`src/rtl/sdram_stream_reader.sv`:
```
// Prefetching SDRAM-to-audio read streamer: one outstanding read at a time,
// words buffered in a small FIFO and presented on a valid/ready stream.
module sdram_stream_reader #(
  parameter int DEPTH = 8,
  parameter int AW    = 23
) (
  input  logic                   i_clk,
  input  logic                   i_rst,
  input  logic                   start,
  input  logic [AW-1:0]          start_addr,
  input  logic [AW-1:0]          end_addr,
  input  logic                   pause,
  input  logic                   stop,
  output logic                   done,
  output logic                   sdram_read,
  output logic [AW-1:0]          sdram_addr,
  input  logic [31:0]            sdram_readdata,
  input  logic                   sdram_finished,
  output logic                   audio_valid,
  output logic [31:0]            audio_data,
  input  logic                   audio_ready,
  output logic [$clog2(DEPTH):0] fifo_level
);

  localparam int PW = $clog2(DEPTH);
  localparam logic [PW:0] DEPTH_C = (PW+1)'(DEPTH);

  typedef enum logic [1:0] {IDLE = 2'd0, RUN = 2'd1, DRAIN = 2'd2, ABORT = 2'd3} state_t;

  state_t        state_q, state_d;
  logic [AW-1:0] cur_addr_q, cur_addr_d;
  logic [AW-1:0] end_addr_q, end_addr_d;
  logic          rd_q, rd_d;
  logic [PW-1:0] wr_ptr_q, wr_ptr_d;
  logic [PW-1:0] rd_ptr_q, rd_ptr_d;
  logic [PW:0]   count_q, count_d;
  logic [31:0]   mem [DEPTH];

  logic [AW-1:0] next_addr;
  logic          fifo_empty;
  logic          stop_go, flush, push, pop, can_issue;

  assign next_addr  = cur_addr_q + 1'b1;
  assign fifo_empty = (count_q == '0);

  // State register
  always_ff @(posedge i_clk) begin
    if (i_rst) begin
      state_q    <= IDLE;
      cur_addr_q <= '0;
      end_addr_q <= '0;
      rd_q       <= 1'b0;
      wr_ptr_q   <= '0;
      rd_ptr_q   <= '0;
      count_q    <= '0;
    end else begin
      state_q    <= state_d;
      cur_addr_q <= cur_addr_d;
      end_addr_q <= end_addr_d;
      rd_q       <= rd_d;
      wr_ptr_q   <= wr_ptr_d;
      rd_ptr_q   <= rd_ptr_d;
      count_q    <= count_d;
    end
  end

  always_ff @(posedge i_clk) begin
    if (push) begin
      mem[wr_ptr_q] <= sdram_readdata;
    end
  end

  // Next-state and datapath
  always_comb begin
    state_d    = state_q;
    cur_addr_d = cur_addr_q;
    end_addr_d = end_addr_q;
    rd_d       = rd_q;
    wr_ptr_d   = wr_ptr_q;
    rd_ptr_d   = rd_ptr_q;
    count_d    = count_q;

    stop_go   = stop && (state_q != IDLE);
    flush     = stop_go || (state_q == ABORT);
    push      = rd_q && sdram_finished && (state_q == RUN) && !flush;
    pop       = audio_valid && audio_ready;
    can_issue = (state_q == RUN) && !stop && !pause && !rd_q &&
                (cur_addr_q != end_addr_q) && (count_q < DEPTH_C);

    unique case (state_q)
      IDLE: begin
        if (start && !stop) begin
          cur_addr_d = start_addr;
          end_addr_d = end_addr;
          if (start_addr == end_addr) begin
            state_d = DRAIN;
          end else begin
            state_d = RUN;
            rd_d    = !pause;
          end
        end
      end
      RUN: begin
        if (stop) begin
          state_d = ABORT;
        end else if (push && (next_addr == end_addr_q)) begin
          state_d = DRAIN;
        end
      end
      DRAIN: begin
        if (fifo_empty) begin
          state_d = IDLE;
        end else if (stop) begin
          state_d = ABORT;
        end
      end
      ABORT: begin
        if (!rd_q) begin
          state_d = IDLE;
        end
      end
      default: state_d = IDLE;
    endcase

    if (push) begin
      cur_addr_d = next_addr;
    end

    // A completed read always drops the request for a cycle, even while aborting.
    if (rd_q && sdram_finished) begin
      rd_d = 1'b0;
    end else if (can_issue) begin
      rd_d = 1'b1;
    end

    if (flush) begin
      wr_ptr_d = '0;
      rd_ptr_d = '0;
      count_d  = '0;
    end else begin
      if (push) begin
        wr_ptr_d = wr_ptr_q + 1'b1;
      end
      if (pop) begin
        rd_ptr_d = rd_ptr_q + 1'b1;
      end
      unique case ({push, pop})
        2'b10:   count_d = count_q + 1'b1;
        2'b01:   count_d = count_q - 1'b1;
        default: count_d = count_q;
      endcase
    end
  end

  // Outputs
  always_comb begin
    sdram_read  = rd_q;
    sdram_addr  = cur_addr_q;
    fifo_level  = count_q;
    audio_valid = !fifo_empty && !pause && (state_q != ABORT);
    audio_data  = fifo_empty ? 32'd0 : mem[rd_ptr_q];
    done        = ((state_q == DRAIN) && fifo_empty) || ((state_q == ABORT) && !rd_q);
  end

endmodule

```
`config.mk`:
```
export PLATFORM = sky130hd
export DESIGN_NAME = sdram_stream_reader
export DESIGN_NICKNAME = d
export VERILOG_FILES = /design/src/rtl/sdram_stream_reader.sv
export SDC_FILE = /design/constraint.sdc
export NUM_CORES = 1
export LEC_CHECK = 0
export CAP_MARGIN = 20
export CORE_MARGIN = 1
export CORE_UTILIZATION = 50
export CTS_CLUSTER_SIZE = 24
export DETAILED_ROUTE_END_ITERATION = 12
export PLACE_DENSITY = 0.72
export SYNTH_ARGS = -nofsm -noshare
export SYNTH_HDL_FRONTEND = slang
export SYNTH_SLANG_ARGS = --single-unit
```
`constraint.sdc`:
```
create_clock -name i_clk -period 9.85 [get_ports i_clk]
set_input_delay 0.985 -clock i_clk [delete_from_list [all_inputs] [get_ports i_clk]]
set_output_delay 0.985 -clock i_clk [all_outputs]
set_load 0.05 [all_outputs]
```
* Yosys cells after proc, flatten, opt, wreduce, memory -nomap -nowiden
Memory sizes are Yosys's and may differ from the RTL's. A register that Yosys moved wholly into a read port is not among the register bits.
Index checks and enable logic that the tools add are counted.
** Operators by class
- Bitwise gates (word level) :: 0
- Multiply operators :: 0
- Add/subtract/negate cells :: 5
- Reductions and logical operators :: 37
- Order comparisons :: 1
- Equality and inequality tests :: 14
- Shift-type cells :: 0
- Divide/modulo/power cells :: 0
- Multiplexer cells :: 21
** Operators with widths (number)
- 23-bit 2-to-1 mux :: 3
- 23-bit == test :: 2
- 32-bit 2-to-1 mux :: 1
- 23-bit by 1-bit adder with 23-bit output, second input constant :: 1
- 23-bit != test :: 1
- 1-bit logical AND :: 16
- 2-bit 2-to-1 mux :: 7
- 2-bit nonzero test :: 6
- 2-bit != test, second input constant :: 4
- 2-bit case mux with 4 select lines :: 1
- 4-bit case mux with 2 select lines :: 1
- 3-bit by 1-bit adder with 3-bit output, second input constant :: 2
- 2-bit == test, second input constant :: 3
- 1-bit 2-to-1 mux :: 6
- 3-bit 2-to-1 mux :: 2
- 1-bit logical NOT :: 5
- 4-bit by 1-bit adder with 4-bit output, second input constant :: 1
- 2-bit by 1-bit == test with 1-bit output, second input constant :: 2
- 4-bit logical NOT :: 1
- 4-bit less-than comparator, second input constant :: 1
- 2-bit AND reduction :: 2
- 4-bit AND reduction :: 1
- 2-bit OR reduction :: 2
- 4-bit by 1-bit subtractor with 4-bit output, second input constant :: 1
- other kinds (5) :: 6
** Word-level totals
- Memories :: 1
- Register bits after elaboration :: 59
- RAM bits :: 256
- Word-level logic and storage cells :: 86
- Latch bits :: 0
- Output and inout bits :: 62
- Memory bits (read-only) :: 0
** Memories
- mem :: words 8, width 32, read ports 1, clocked after memory_dff 1, write ports 1, RTL line 37 : logic [31:0] mem [DEPTH];

* Longest topological paths before layout
- Word-level depth :: 9
- Mapped depth :: 14

* Worst setup path after synthesis
OpenSTA, ideal clock, no wires.
- Path kind :: in2reg
- From :: input stop
- To :: memory mem[0][0] (enable)
- Setup slack :: 4404 ps
- Library setup time :: 501 ps
- Data required time :: 9349 ps
- Data arrival time :: 4945 ps
- Path buffers :: 3
- Cell stages on the path :: 7
- Cells stage by stage :: nor3b_4 -> and3_1 -> buf_4 -> inv_4 -> buf_6 -> clkbuf_1 -> nor4_1
** Between the ends
- Cells in the longest elaborated chain, start to end :: 6
** Ends and longest elaborated chain
- start: declaration :: RTL line 13 : input logic stop,
- 1-bit logical AND :: RTL line 83 : stop_go = stop && (state_q != IDLE);
- 1-bit logical OR :: RTL line 84 : flush = stop_go || (state_q == ABORT);
- 1-bit logical NOT :: RTL line 85 : push = rd_q && sdram_finished && (state_q == RUN) && !flush;
- 1-bit logical AND :: RTL line 85
- 1-bit 2-to-1 mux :: RTL line 68 : if (push) begin
- 1-bit 2-to-1 mux (implied by the code) :: RTL line 69 : mem[wr_ptr_q] <= sdram_readdata;
- end: declaration :: RTL line 37
Every way passes these cells.

==> impl_results.md <==
- Final Hold Fails: 0
- Kind of critical path: reg2out
- FFs w/ async S/R, synth: 0%
- Area after DPL: between 15000 and 20000 um2
- Cells after DPL: 1380
- Most area-hungry cell type in the Yosys netlist: edfxtp_1
- Setup TNS Final: 0 ns
- Final Critical Period: around 4.6 ns
- DR pass1 iterations: 5
- Postcts setup bufs: 0
- PortBufs: between 100 and 150
- Leak: 0.00535 uW
- Via count: about 8400
- Dpl ws: 5.54 ns
- Synth top area cells: edfxtp_1 (56%), mux4_2 (11%), dfxtp_1 (9.1%)
- Tightest Hold Check Type: reg2reg
- Via density: just under 6
- Skew-Pair Late Insertion Delay: 0.52 ns
- Top-count cell post-synth: edfxtp_1
- DRC viols: 0
- Core footprint: around 27000 um2
- CTS tree: yes
- Nets: 1170
- Power per cell area: ~190 nW/um2
- Achievable frequency: around 220 MHz
- Number of flops mapped to enable cells by yosys: roughly 260
- Synth-to-layout area growth: 21.4%
- Post-Route M1 WL: ~13000 um
- CP required: a little under 9 ns
- Die H: 167 um
- Worst Path Arrival: between 3 and 4 ns
- Syn. warnings: 0
- Peak VDD IR: between 0.15 and 0.2 mV
- Yosys cell types: between 60 and 70
- Avg WL per Cell: roughly 21 um
- Max-cap violations: 0
- Synth top area share: 56.2%
- Final Setup Violations: 0
- Buf/Inv on CP: 2
- Inserted Clock Buffers: 34
- Cell area after synthesis: 13700 um2
- Syn Area/Cell: 14.7 um2
- Fin Clk Skew: approximately 0.028 ns
- Drt total wl: between 30000 and 40000 um
- Critical Path Source Type: flip-flop
- Gr ovfl total: 0
- Routed Antenna Nets: 0
- # IOs: 147
- Synth Register Bits: between 300 and 400
- Slew Limit Fails: 0
- Least-Margin Pin Slew: 1.08 ns
- Slowest stage delay, CP: between 0.7 and 0.8 ns
- Routability cong.: between 0.9 and 1
- CTS Sinks: 318
- Post-CTS sizing: 0
- Status: completed
- Worst-path fanout max: 33
- Number of antenna violations at the first check in global routing: 0
- Endpoint class of the critical path: primary output
- Slowest-stage cell, CP: dfxtp_4
- Worst hold slack: 0.468 ns
- Met2 wire len: 14800 um
- Number of diodes: 0
- First-pass GRT wire length: 47600 um
- Clock Tree Root: clkbuf_16
- Post-Syn Instances: ~930
- Layout cell share with drive strength beyond 1: 13.6%
- Cell row count: 60
- Relative slew slack: around 28%
- Seq/Total Area, Yosys: ~65%
- Pin count of the biggest net entering global routing: 65
- Die W: about 170 um
- GRT Total Usage: 22.2%
- Dominant synthesized flop cell: edfxtp_1
- Met3 routed wirelength: around 1900 um
- Post-synth top cells: edfxtp_1 (256), nand2_1 (87), nor2_1 (80)
- PnR worst setup slack: between 5 and 6 ns
- Final HPWL DP: 18900 um
- Crit-path leading delay family: buffers and inverters
- # hold bufs at CTS: 0
- Clock Tree Buf Depth: 3
- Initial Util: approximately half
- Layout Cells excl Fill: about 1400
- Mapped Nets: just over 1000
- Worst-path clk slew: roughly 0.06 ns
- Unrepaired setup endpoints after global routing: no
- Die area: between 20000 and 30000 um2
- Vias in the first global route: approximately 8400
- Top routing layer used: met4
- Crit share post-route: a little under half
- Crit path cell chain: buf_4 -> mux4_2 -> mux2i_1 -> nor2_1 -> clkdlybuf4s50_1
- Post-route cell area: 16600 um2
- Initial DRC count: 732
- CTS H-tree depth: 2
placed cells by master, fill, tap and decap left out, types with 9 or more instances in the layout:
master and n:
edfxtp_1 256, nor4_1 9, nand3_1 19, xnor2_1 23, dfxtp_1 59, mux2i_1 34
clkdlybuf4s50_1 145, nand2_1 87, nor2_1 77, clkbuf_16 34, buf_4 13, nor3_1 11
mux4_2 64, nand4_1 14, a21oi_1 54, xor2_1 40, o21ai_0 11
final timing paths:
kind	start	to	cells past startpoint	slack, ns
worst min register to register	rd_ptr_q[1]$_SDFFE_PP0P_	flip-flop	2	0.47
worst max-delay path	flip-flop	audio_data[21]	5	5.25
worst min-delay path	rd_ptr_q[1]$_SDFFE_PP0P_	flip-flop	2	0.47
worst max register to register	state_q[0]$_SDFFE_PP0P_	fifo_level[3]$_SDFFE_PP0P_	10	6.52
final cells by class:
class                      count  area [um2]
fill                        2020       10300
clock buffer                  44         928
timing repair buffer         161        1610
multi-input combinational    553        4530
inverter                       9        36.3
sequential                   318        8930
tap                          341         427
clock inverter                15         149
routing by layer:
metal,vias up,track usage [%]
li1,3866,-
met4,0,6.10
met1,4160,30.6
met5,-,0
met2,303,36.8
met3,52,3.50
state kept, by name, indices dropped and copies added (netlist names), named ones only:
signal and count:
fifo_level 4, wr_ptr_q 3, end_addr_q 23, rd_ptr_q 3
mem 256, sdram_addr 23, sdram_read 1, state_q 2
through the flow:
| step | utilization (%) | power (uW) |
|---|---|---|
| 4_1_cts | 61.6 | 3120 |
| 6_report | 61.8 | 3100 |
| 5_1_grt | 61.8 | 3210 |
| 3_3_place_gp | 57.6 | 1900 |
| 2_1_floorplan | - | 1770 |
| 3_5_place_dp | 57.6 | 1900 |
power by group:
part	internal, uW	switching (uW)
clock	722	504
combinational	141	213
sequential	1480	44.1
logic make-up (layout without fill, tap and decap cells):
family,after synthesis,count (layout),share of synthesized area (%)
compound gates,111,111,4.96
xor+xnor,63,63,4.03
buf+inv,61,229,2.00
fa+ha+maj,8,8,0.786
flops,318,318,65.2
simple gates,272,272,9.85
mux,99,99,13.1
worst min-delay path, delay by kind of cell, from the launching register on:
kind	cells	cell delay [ns]
compound gates	1	0.07
flops	1	0.31
simple gates	1	0.05
(Power assumes the default switching activity.)
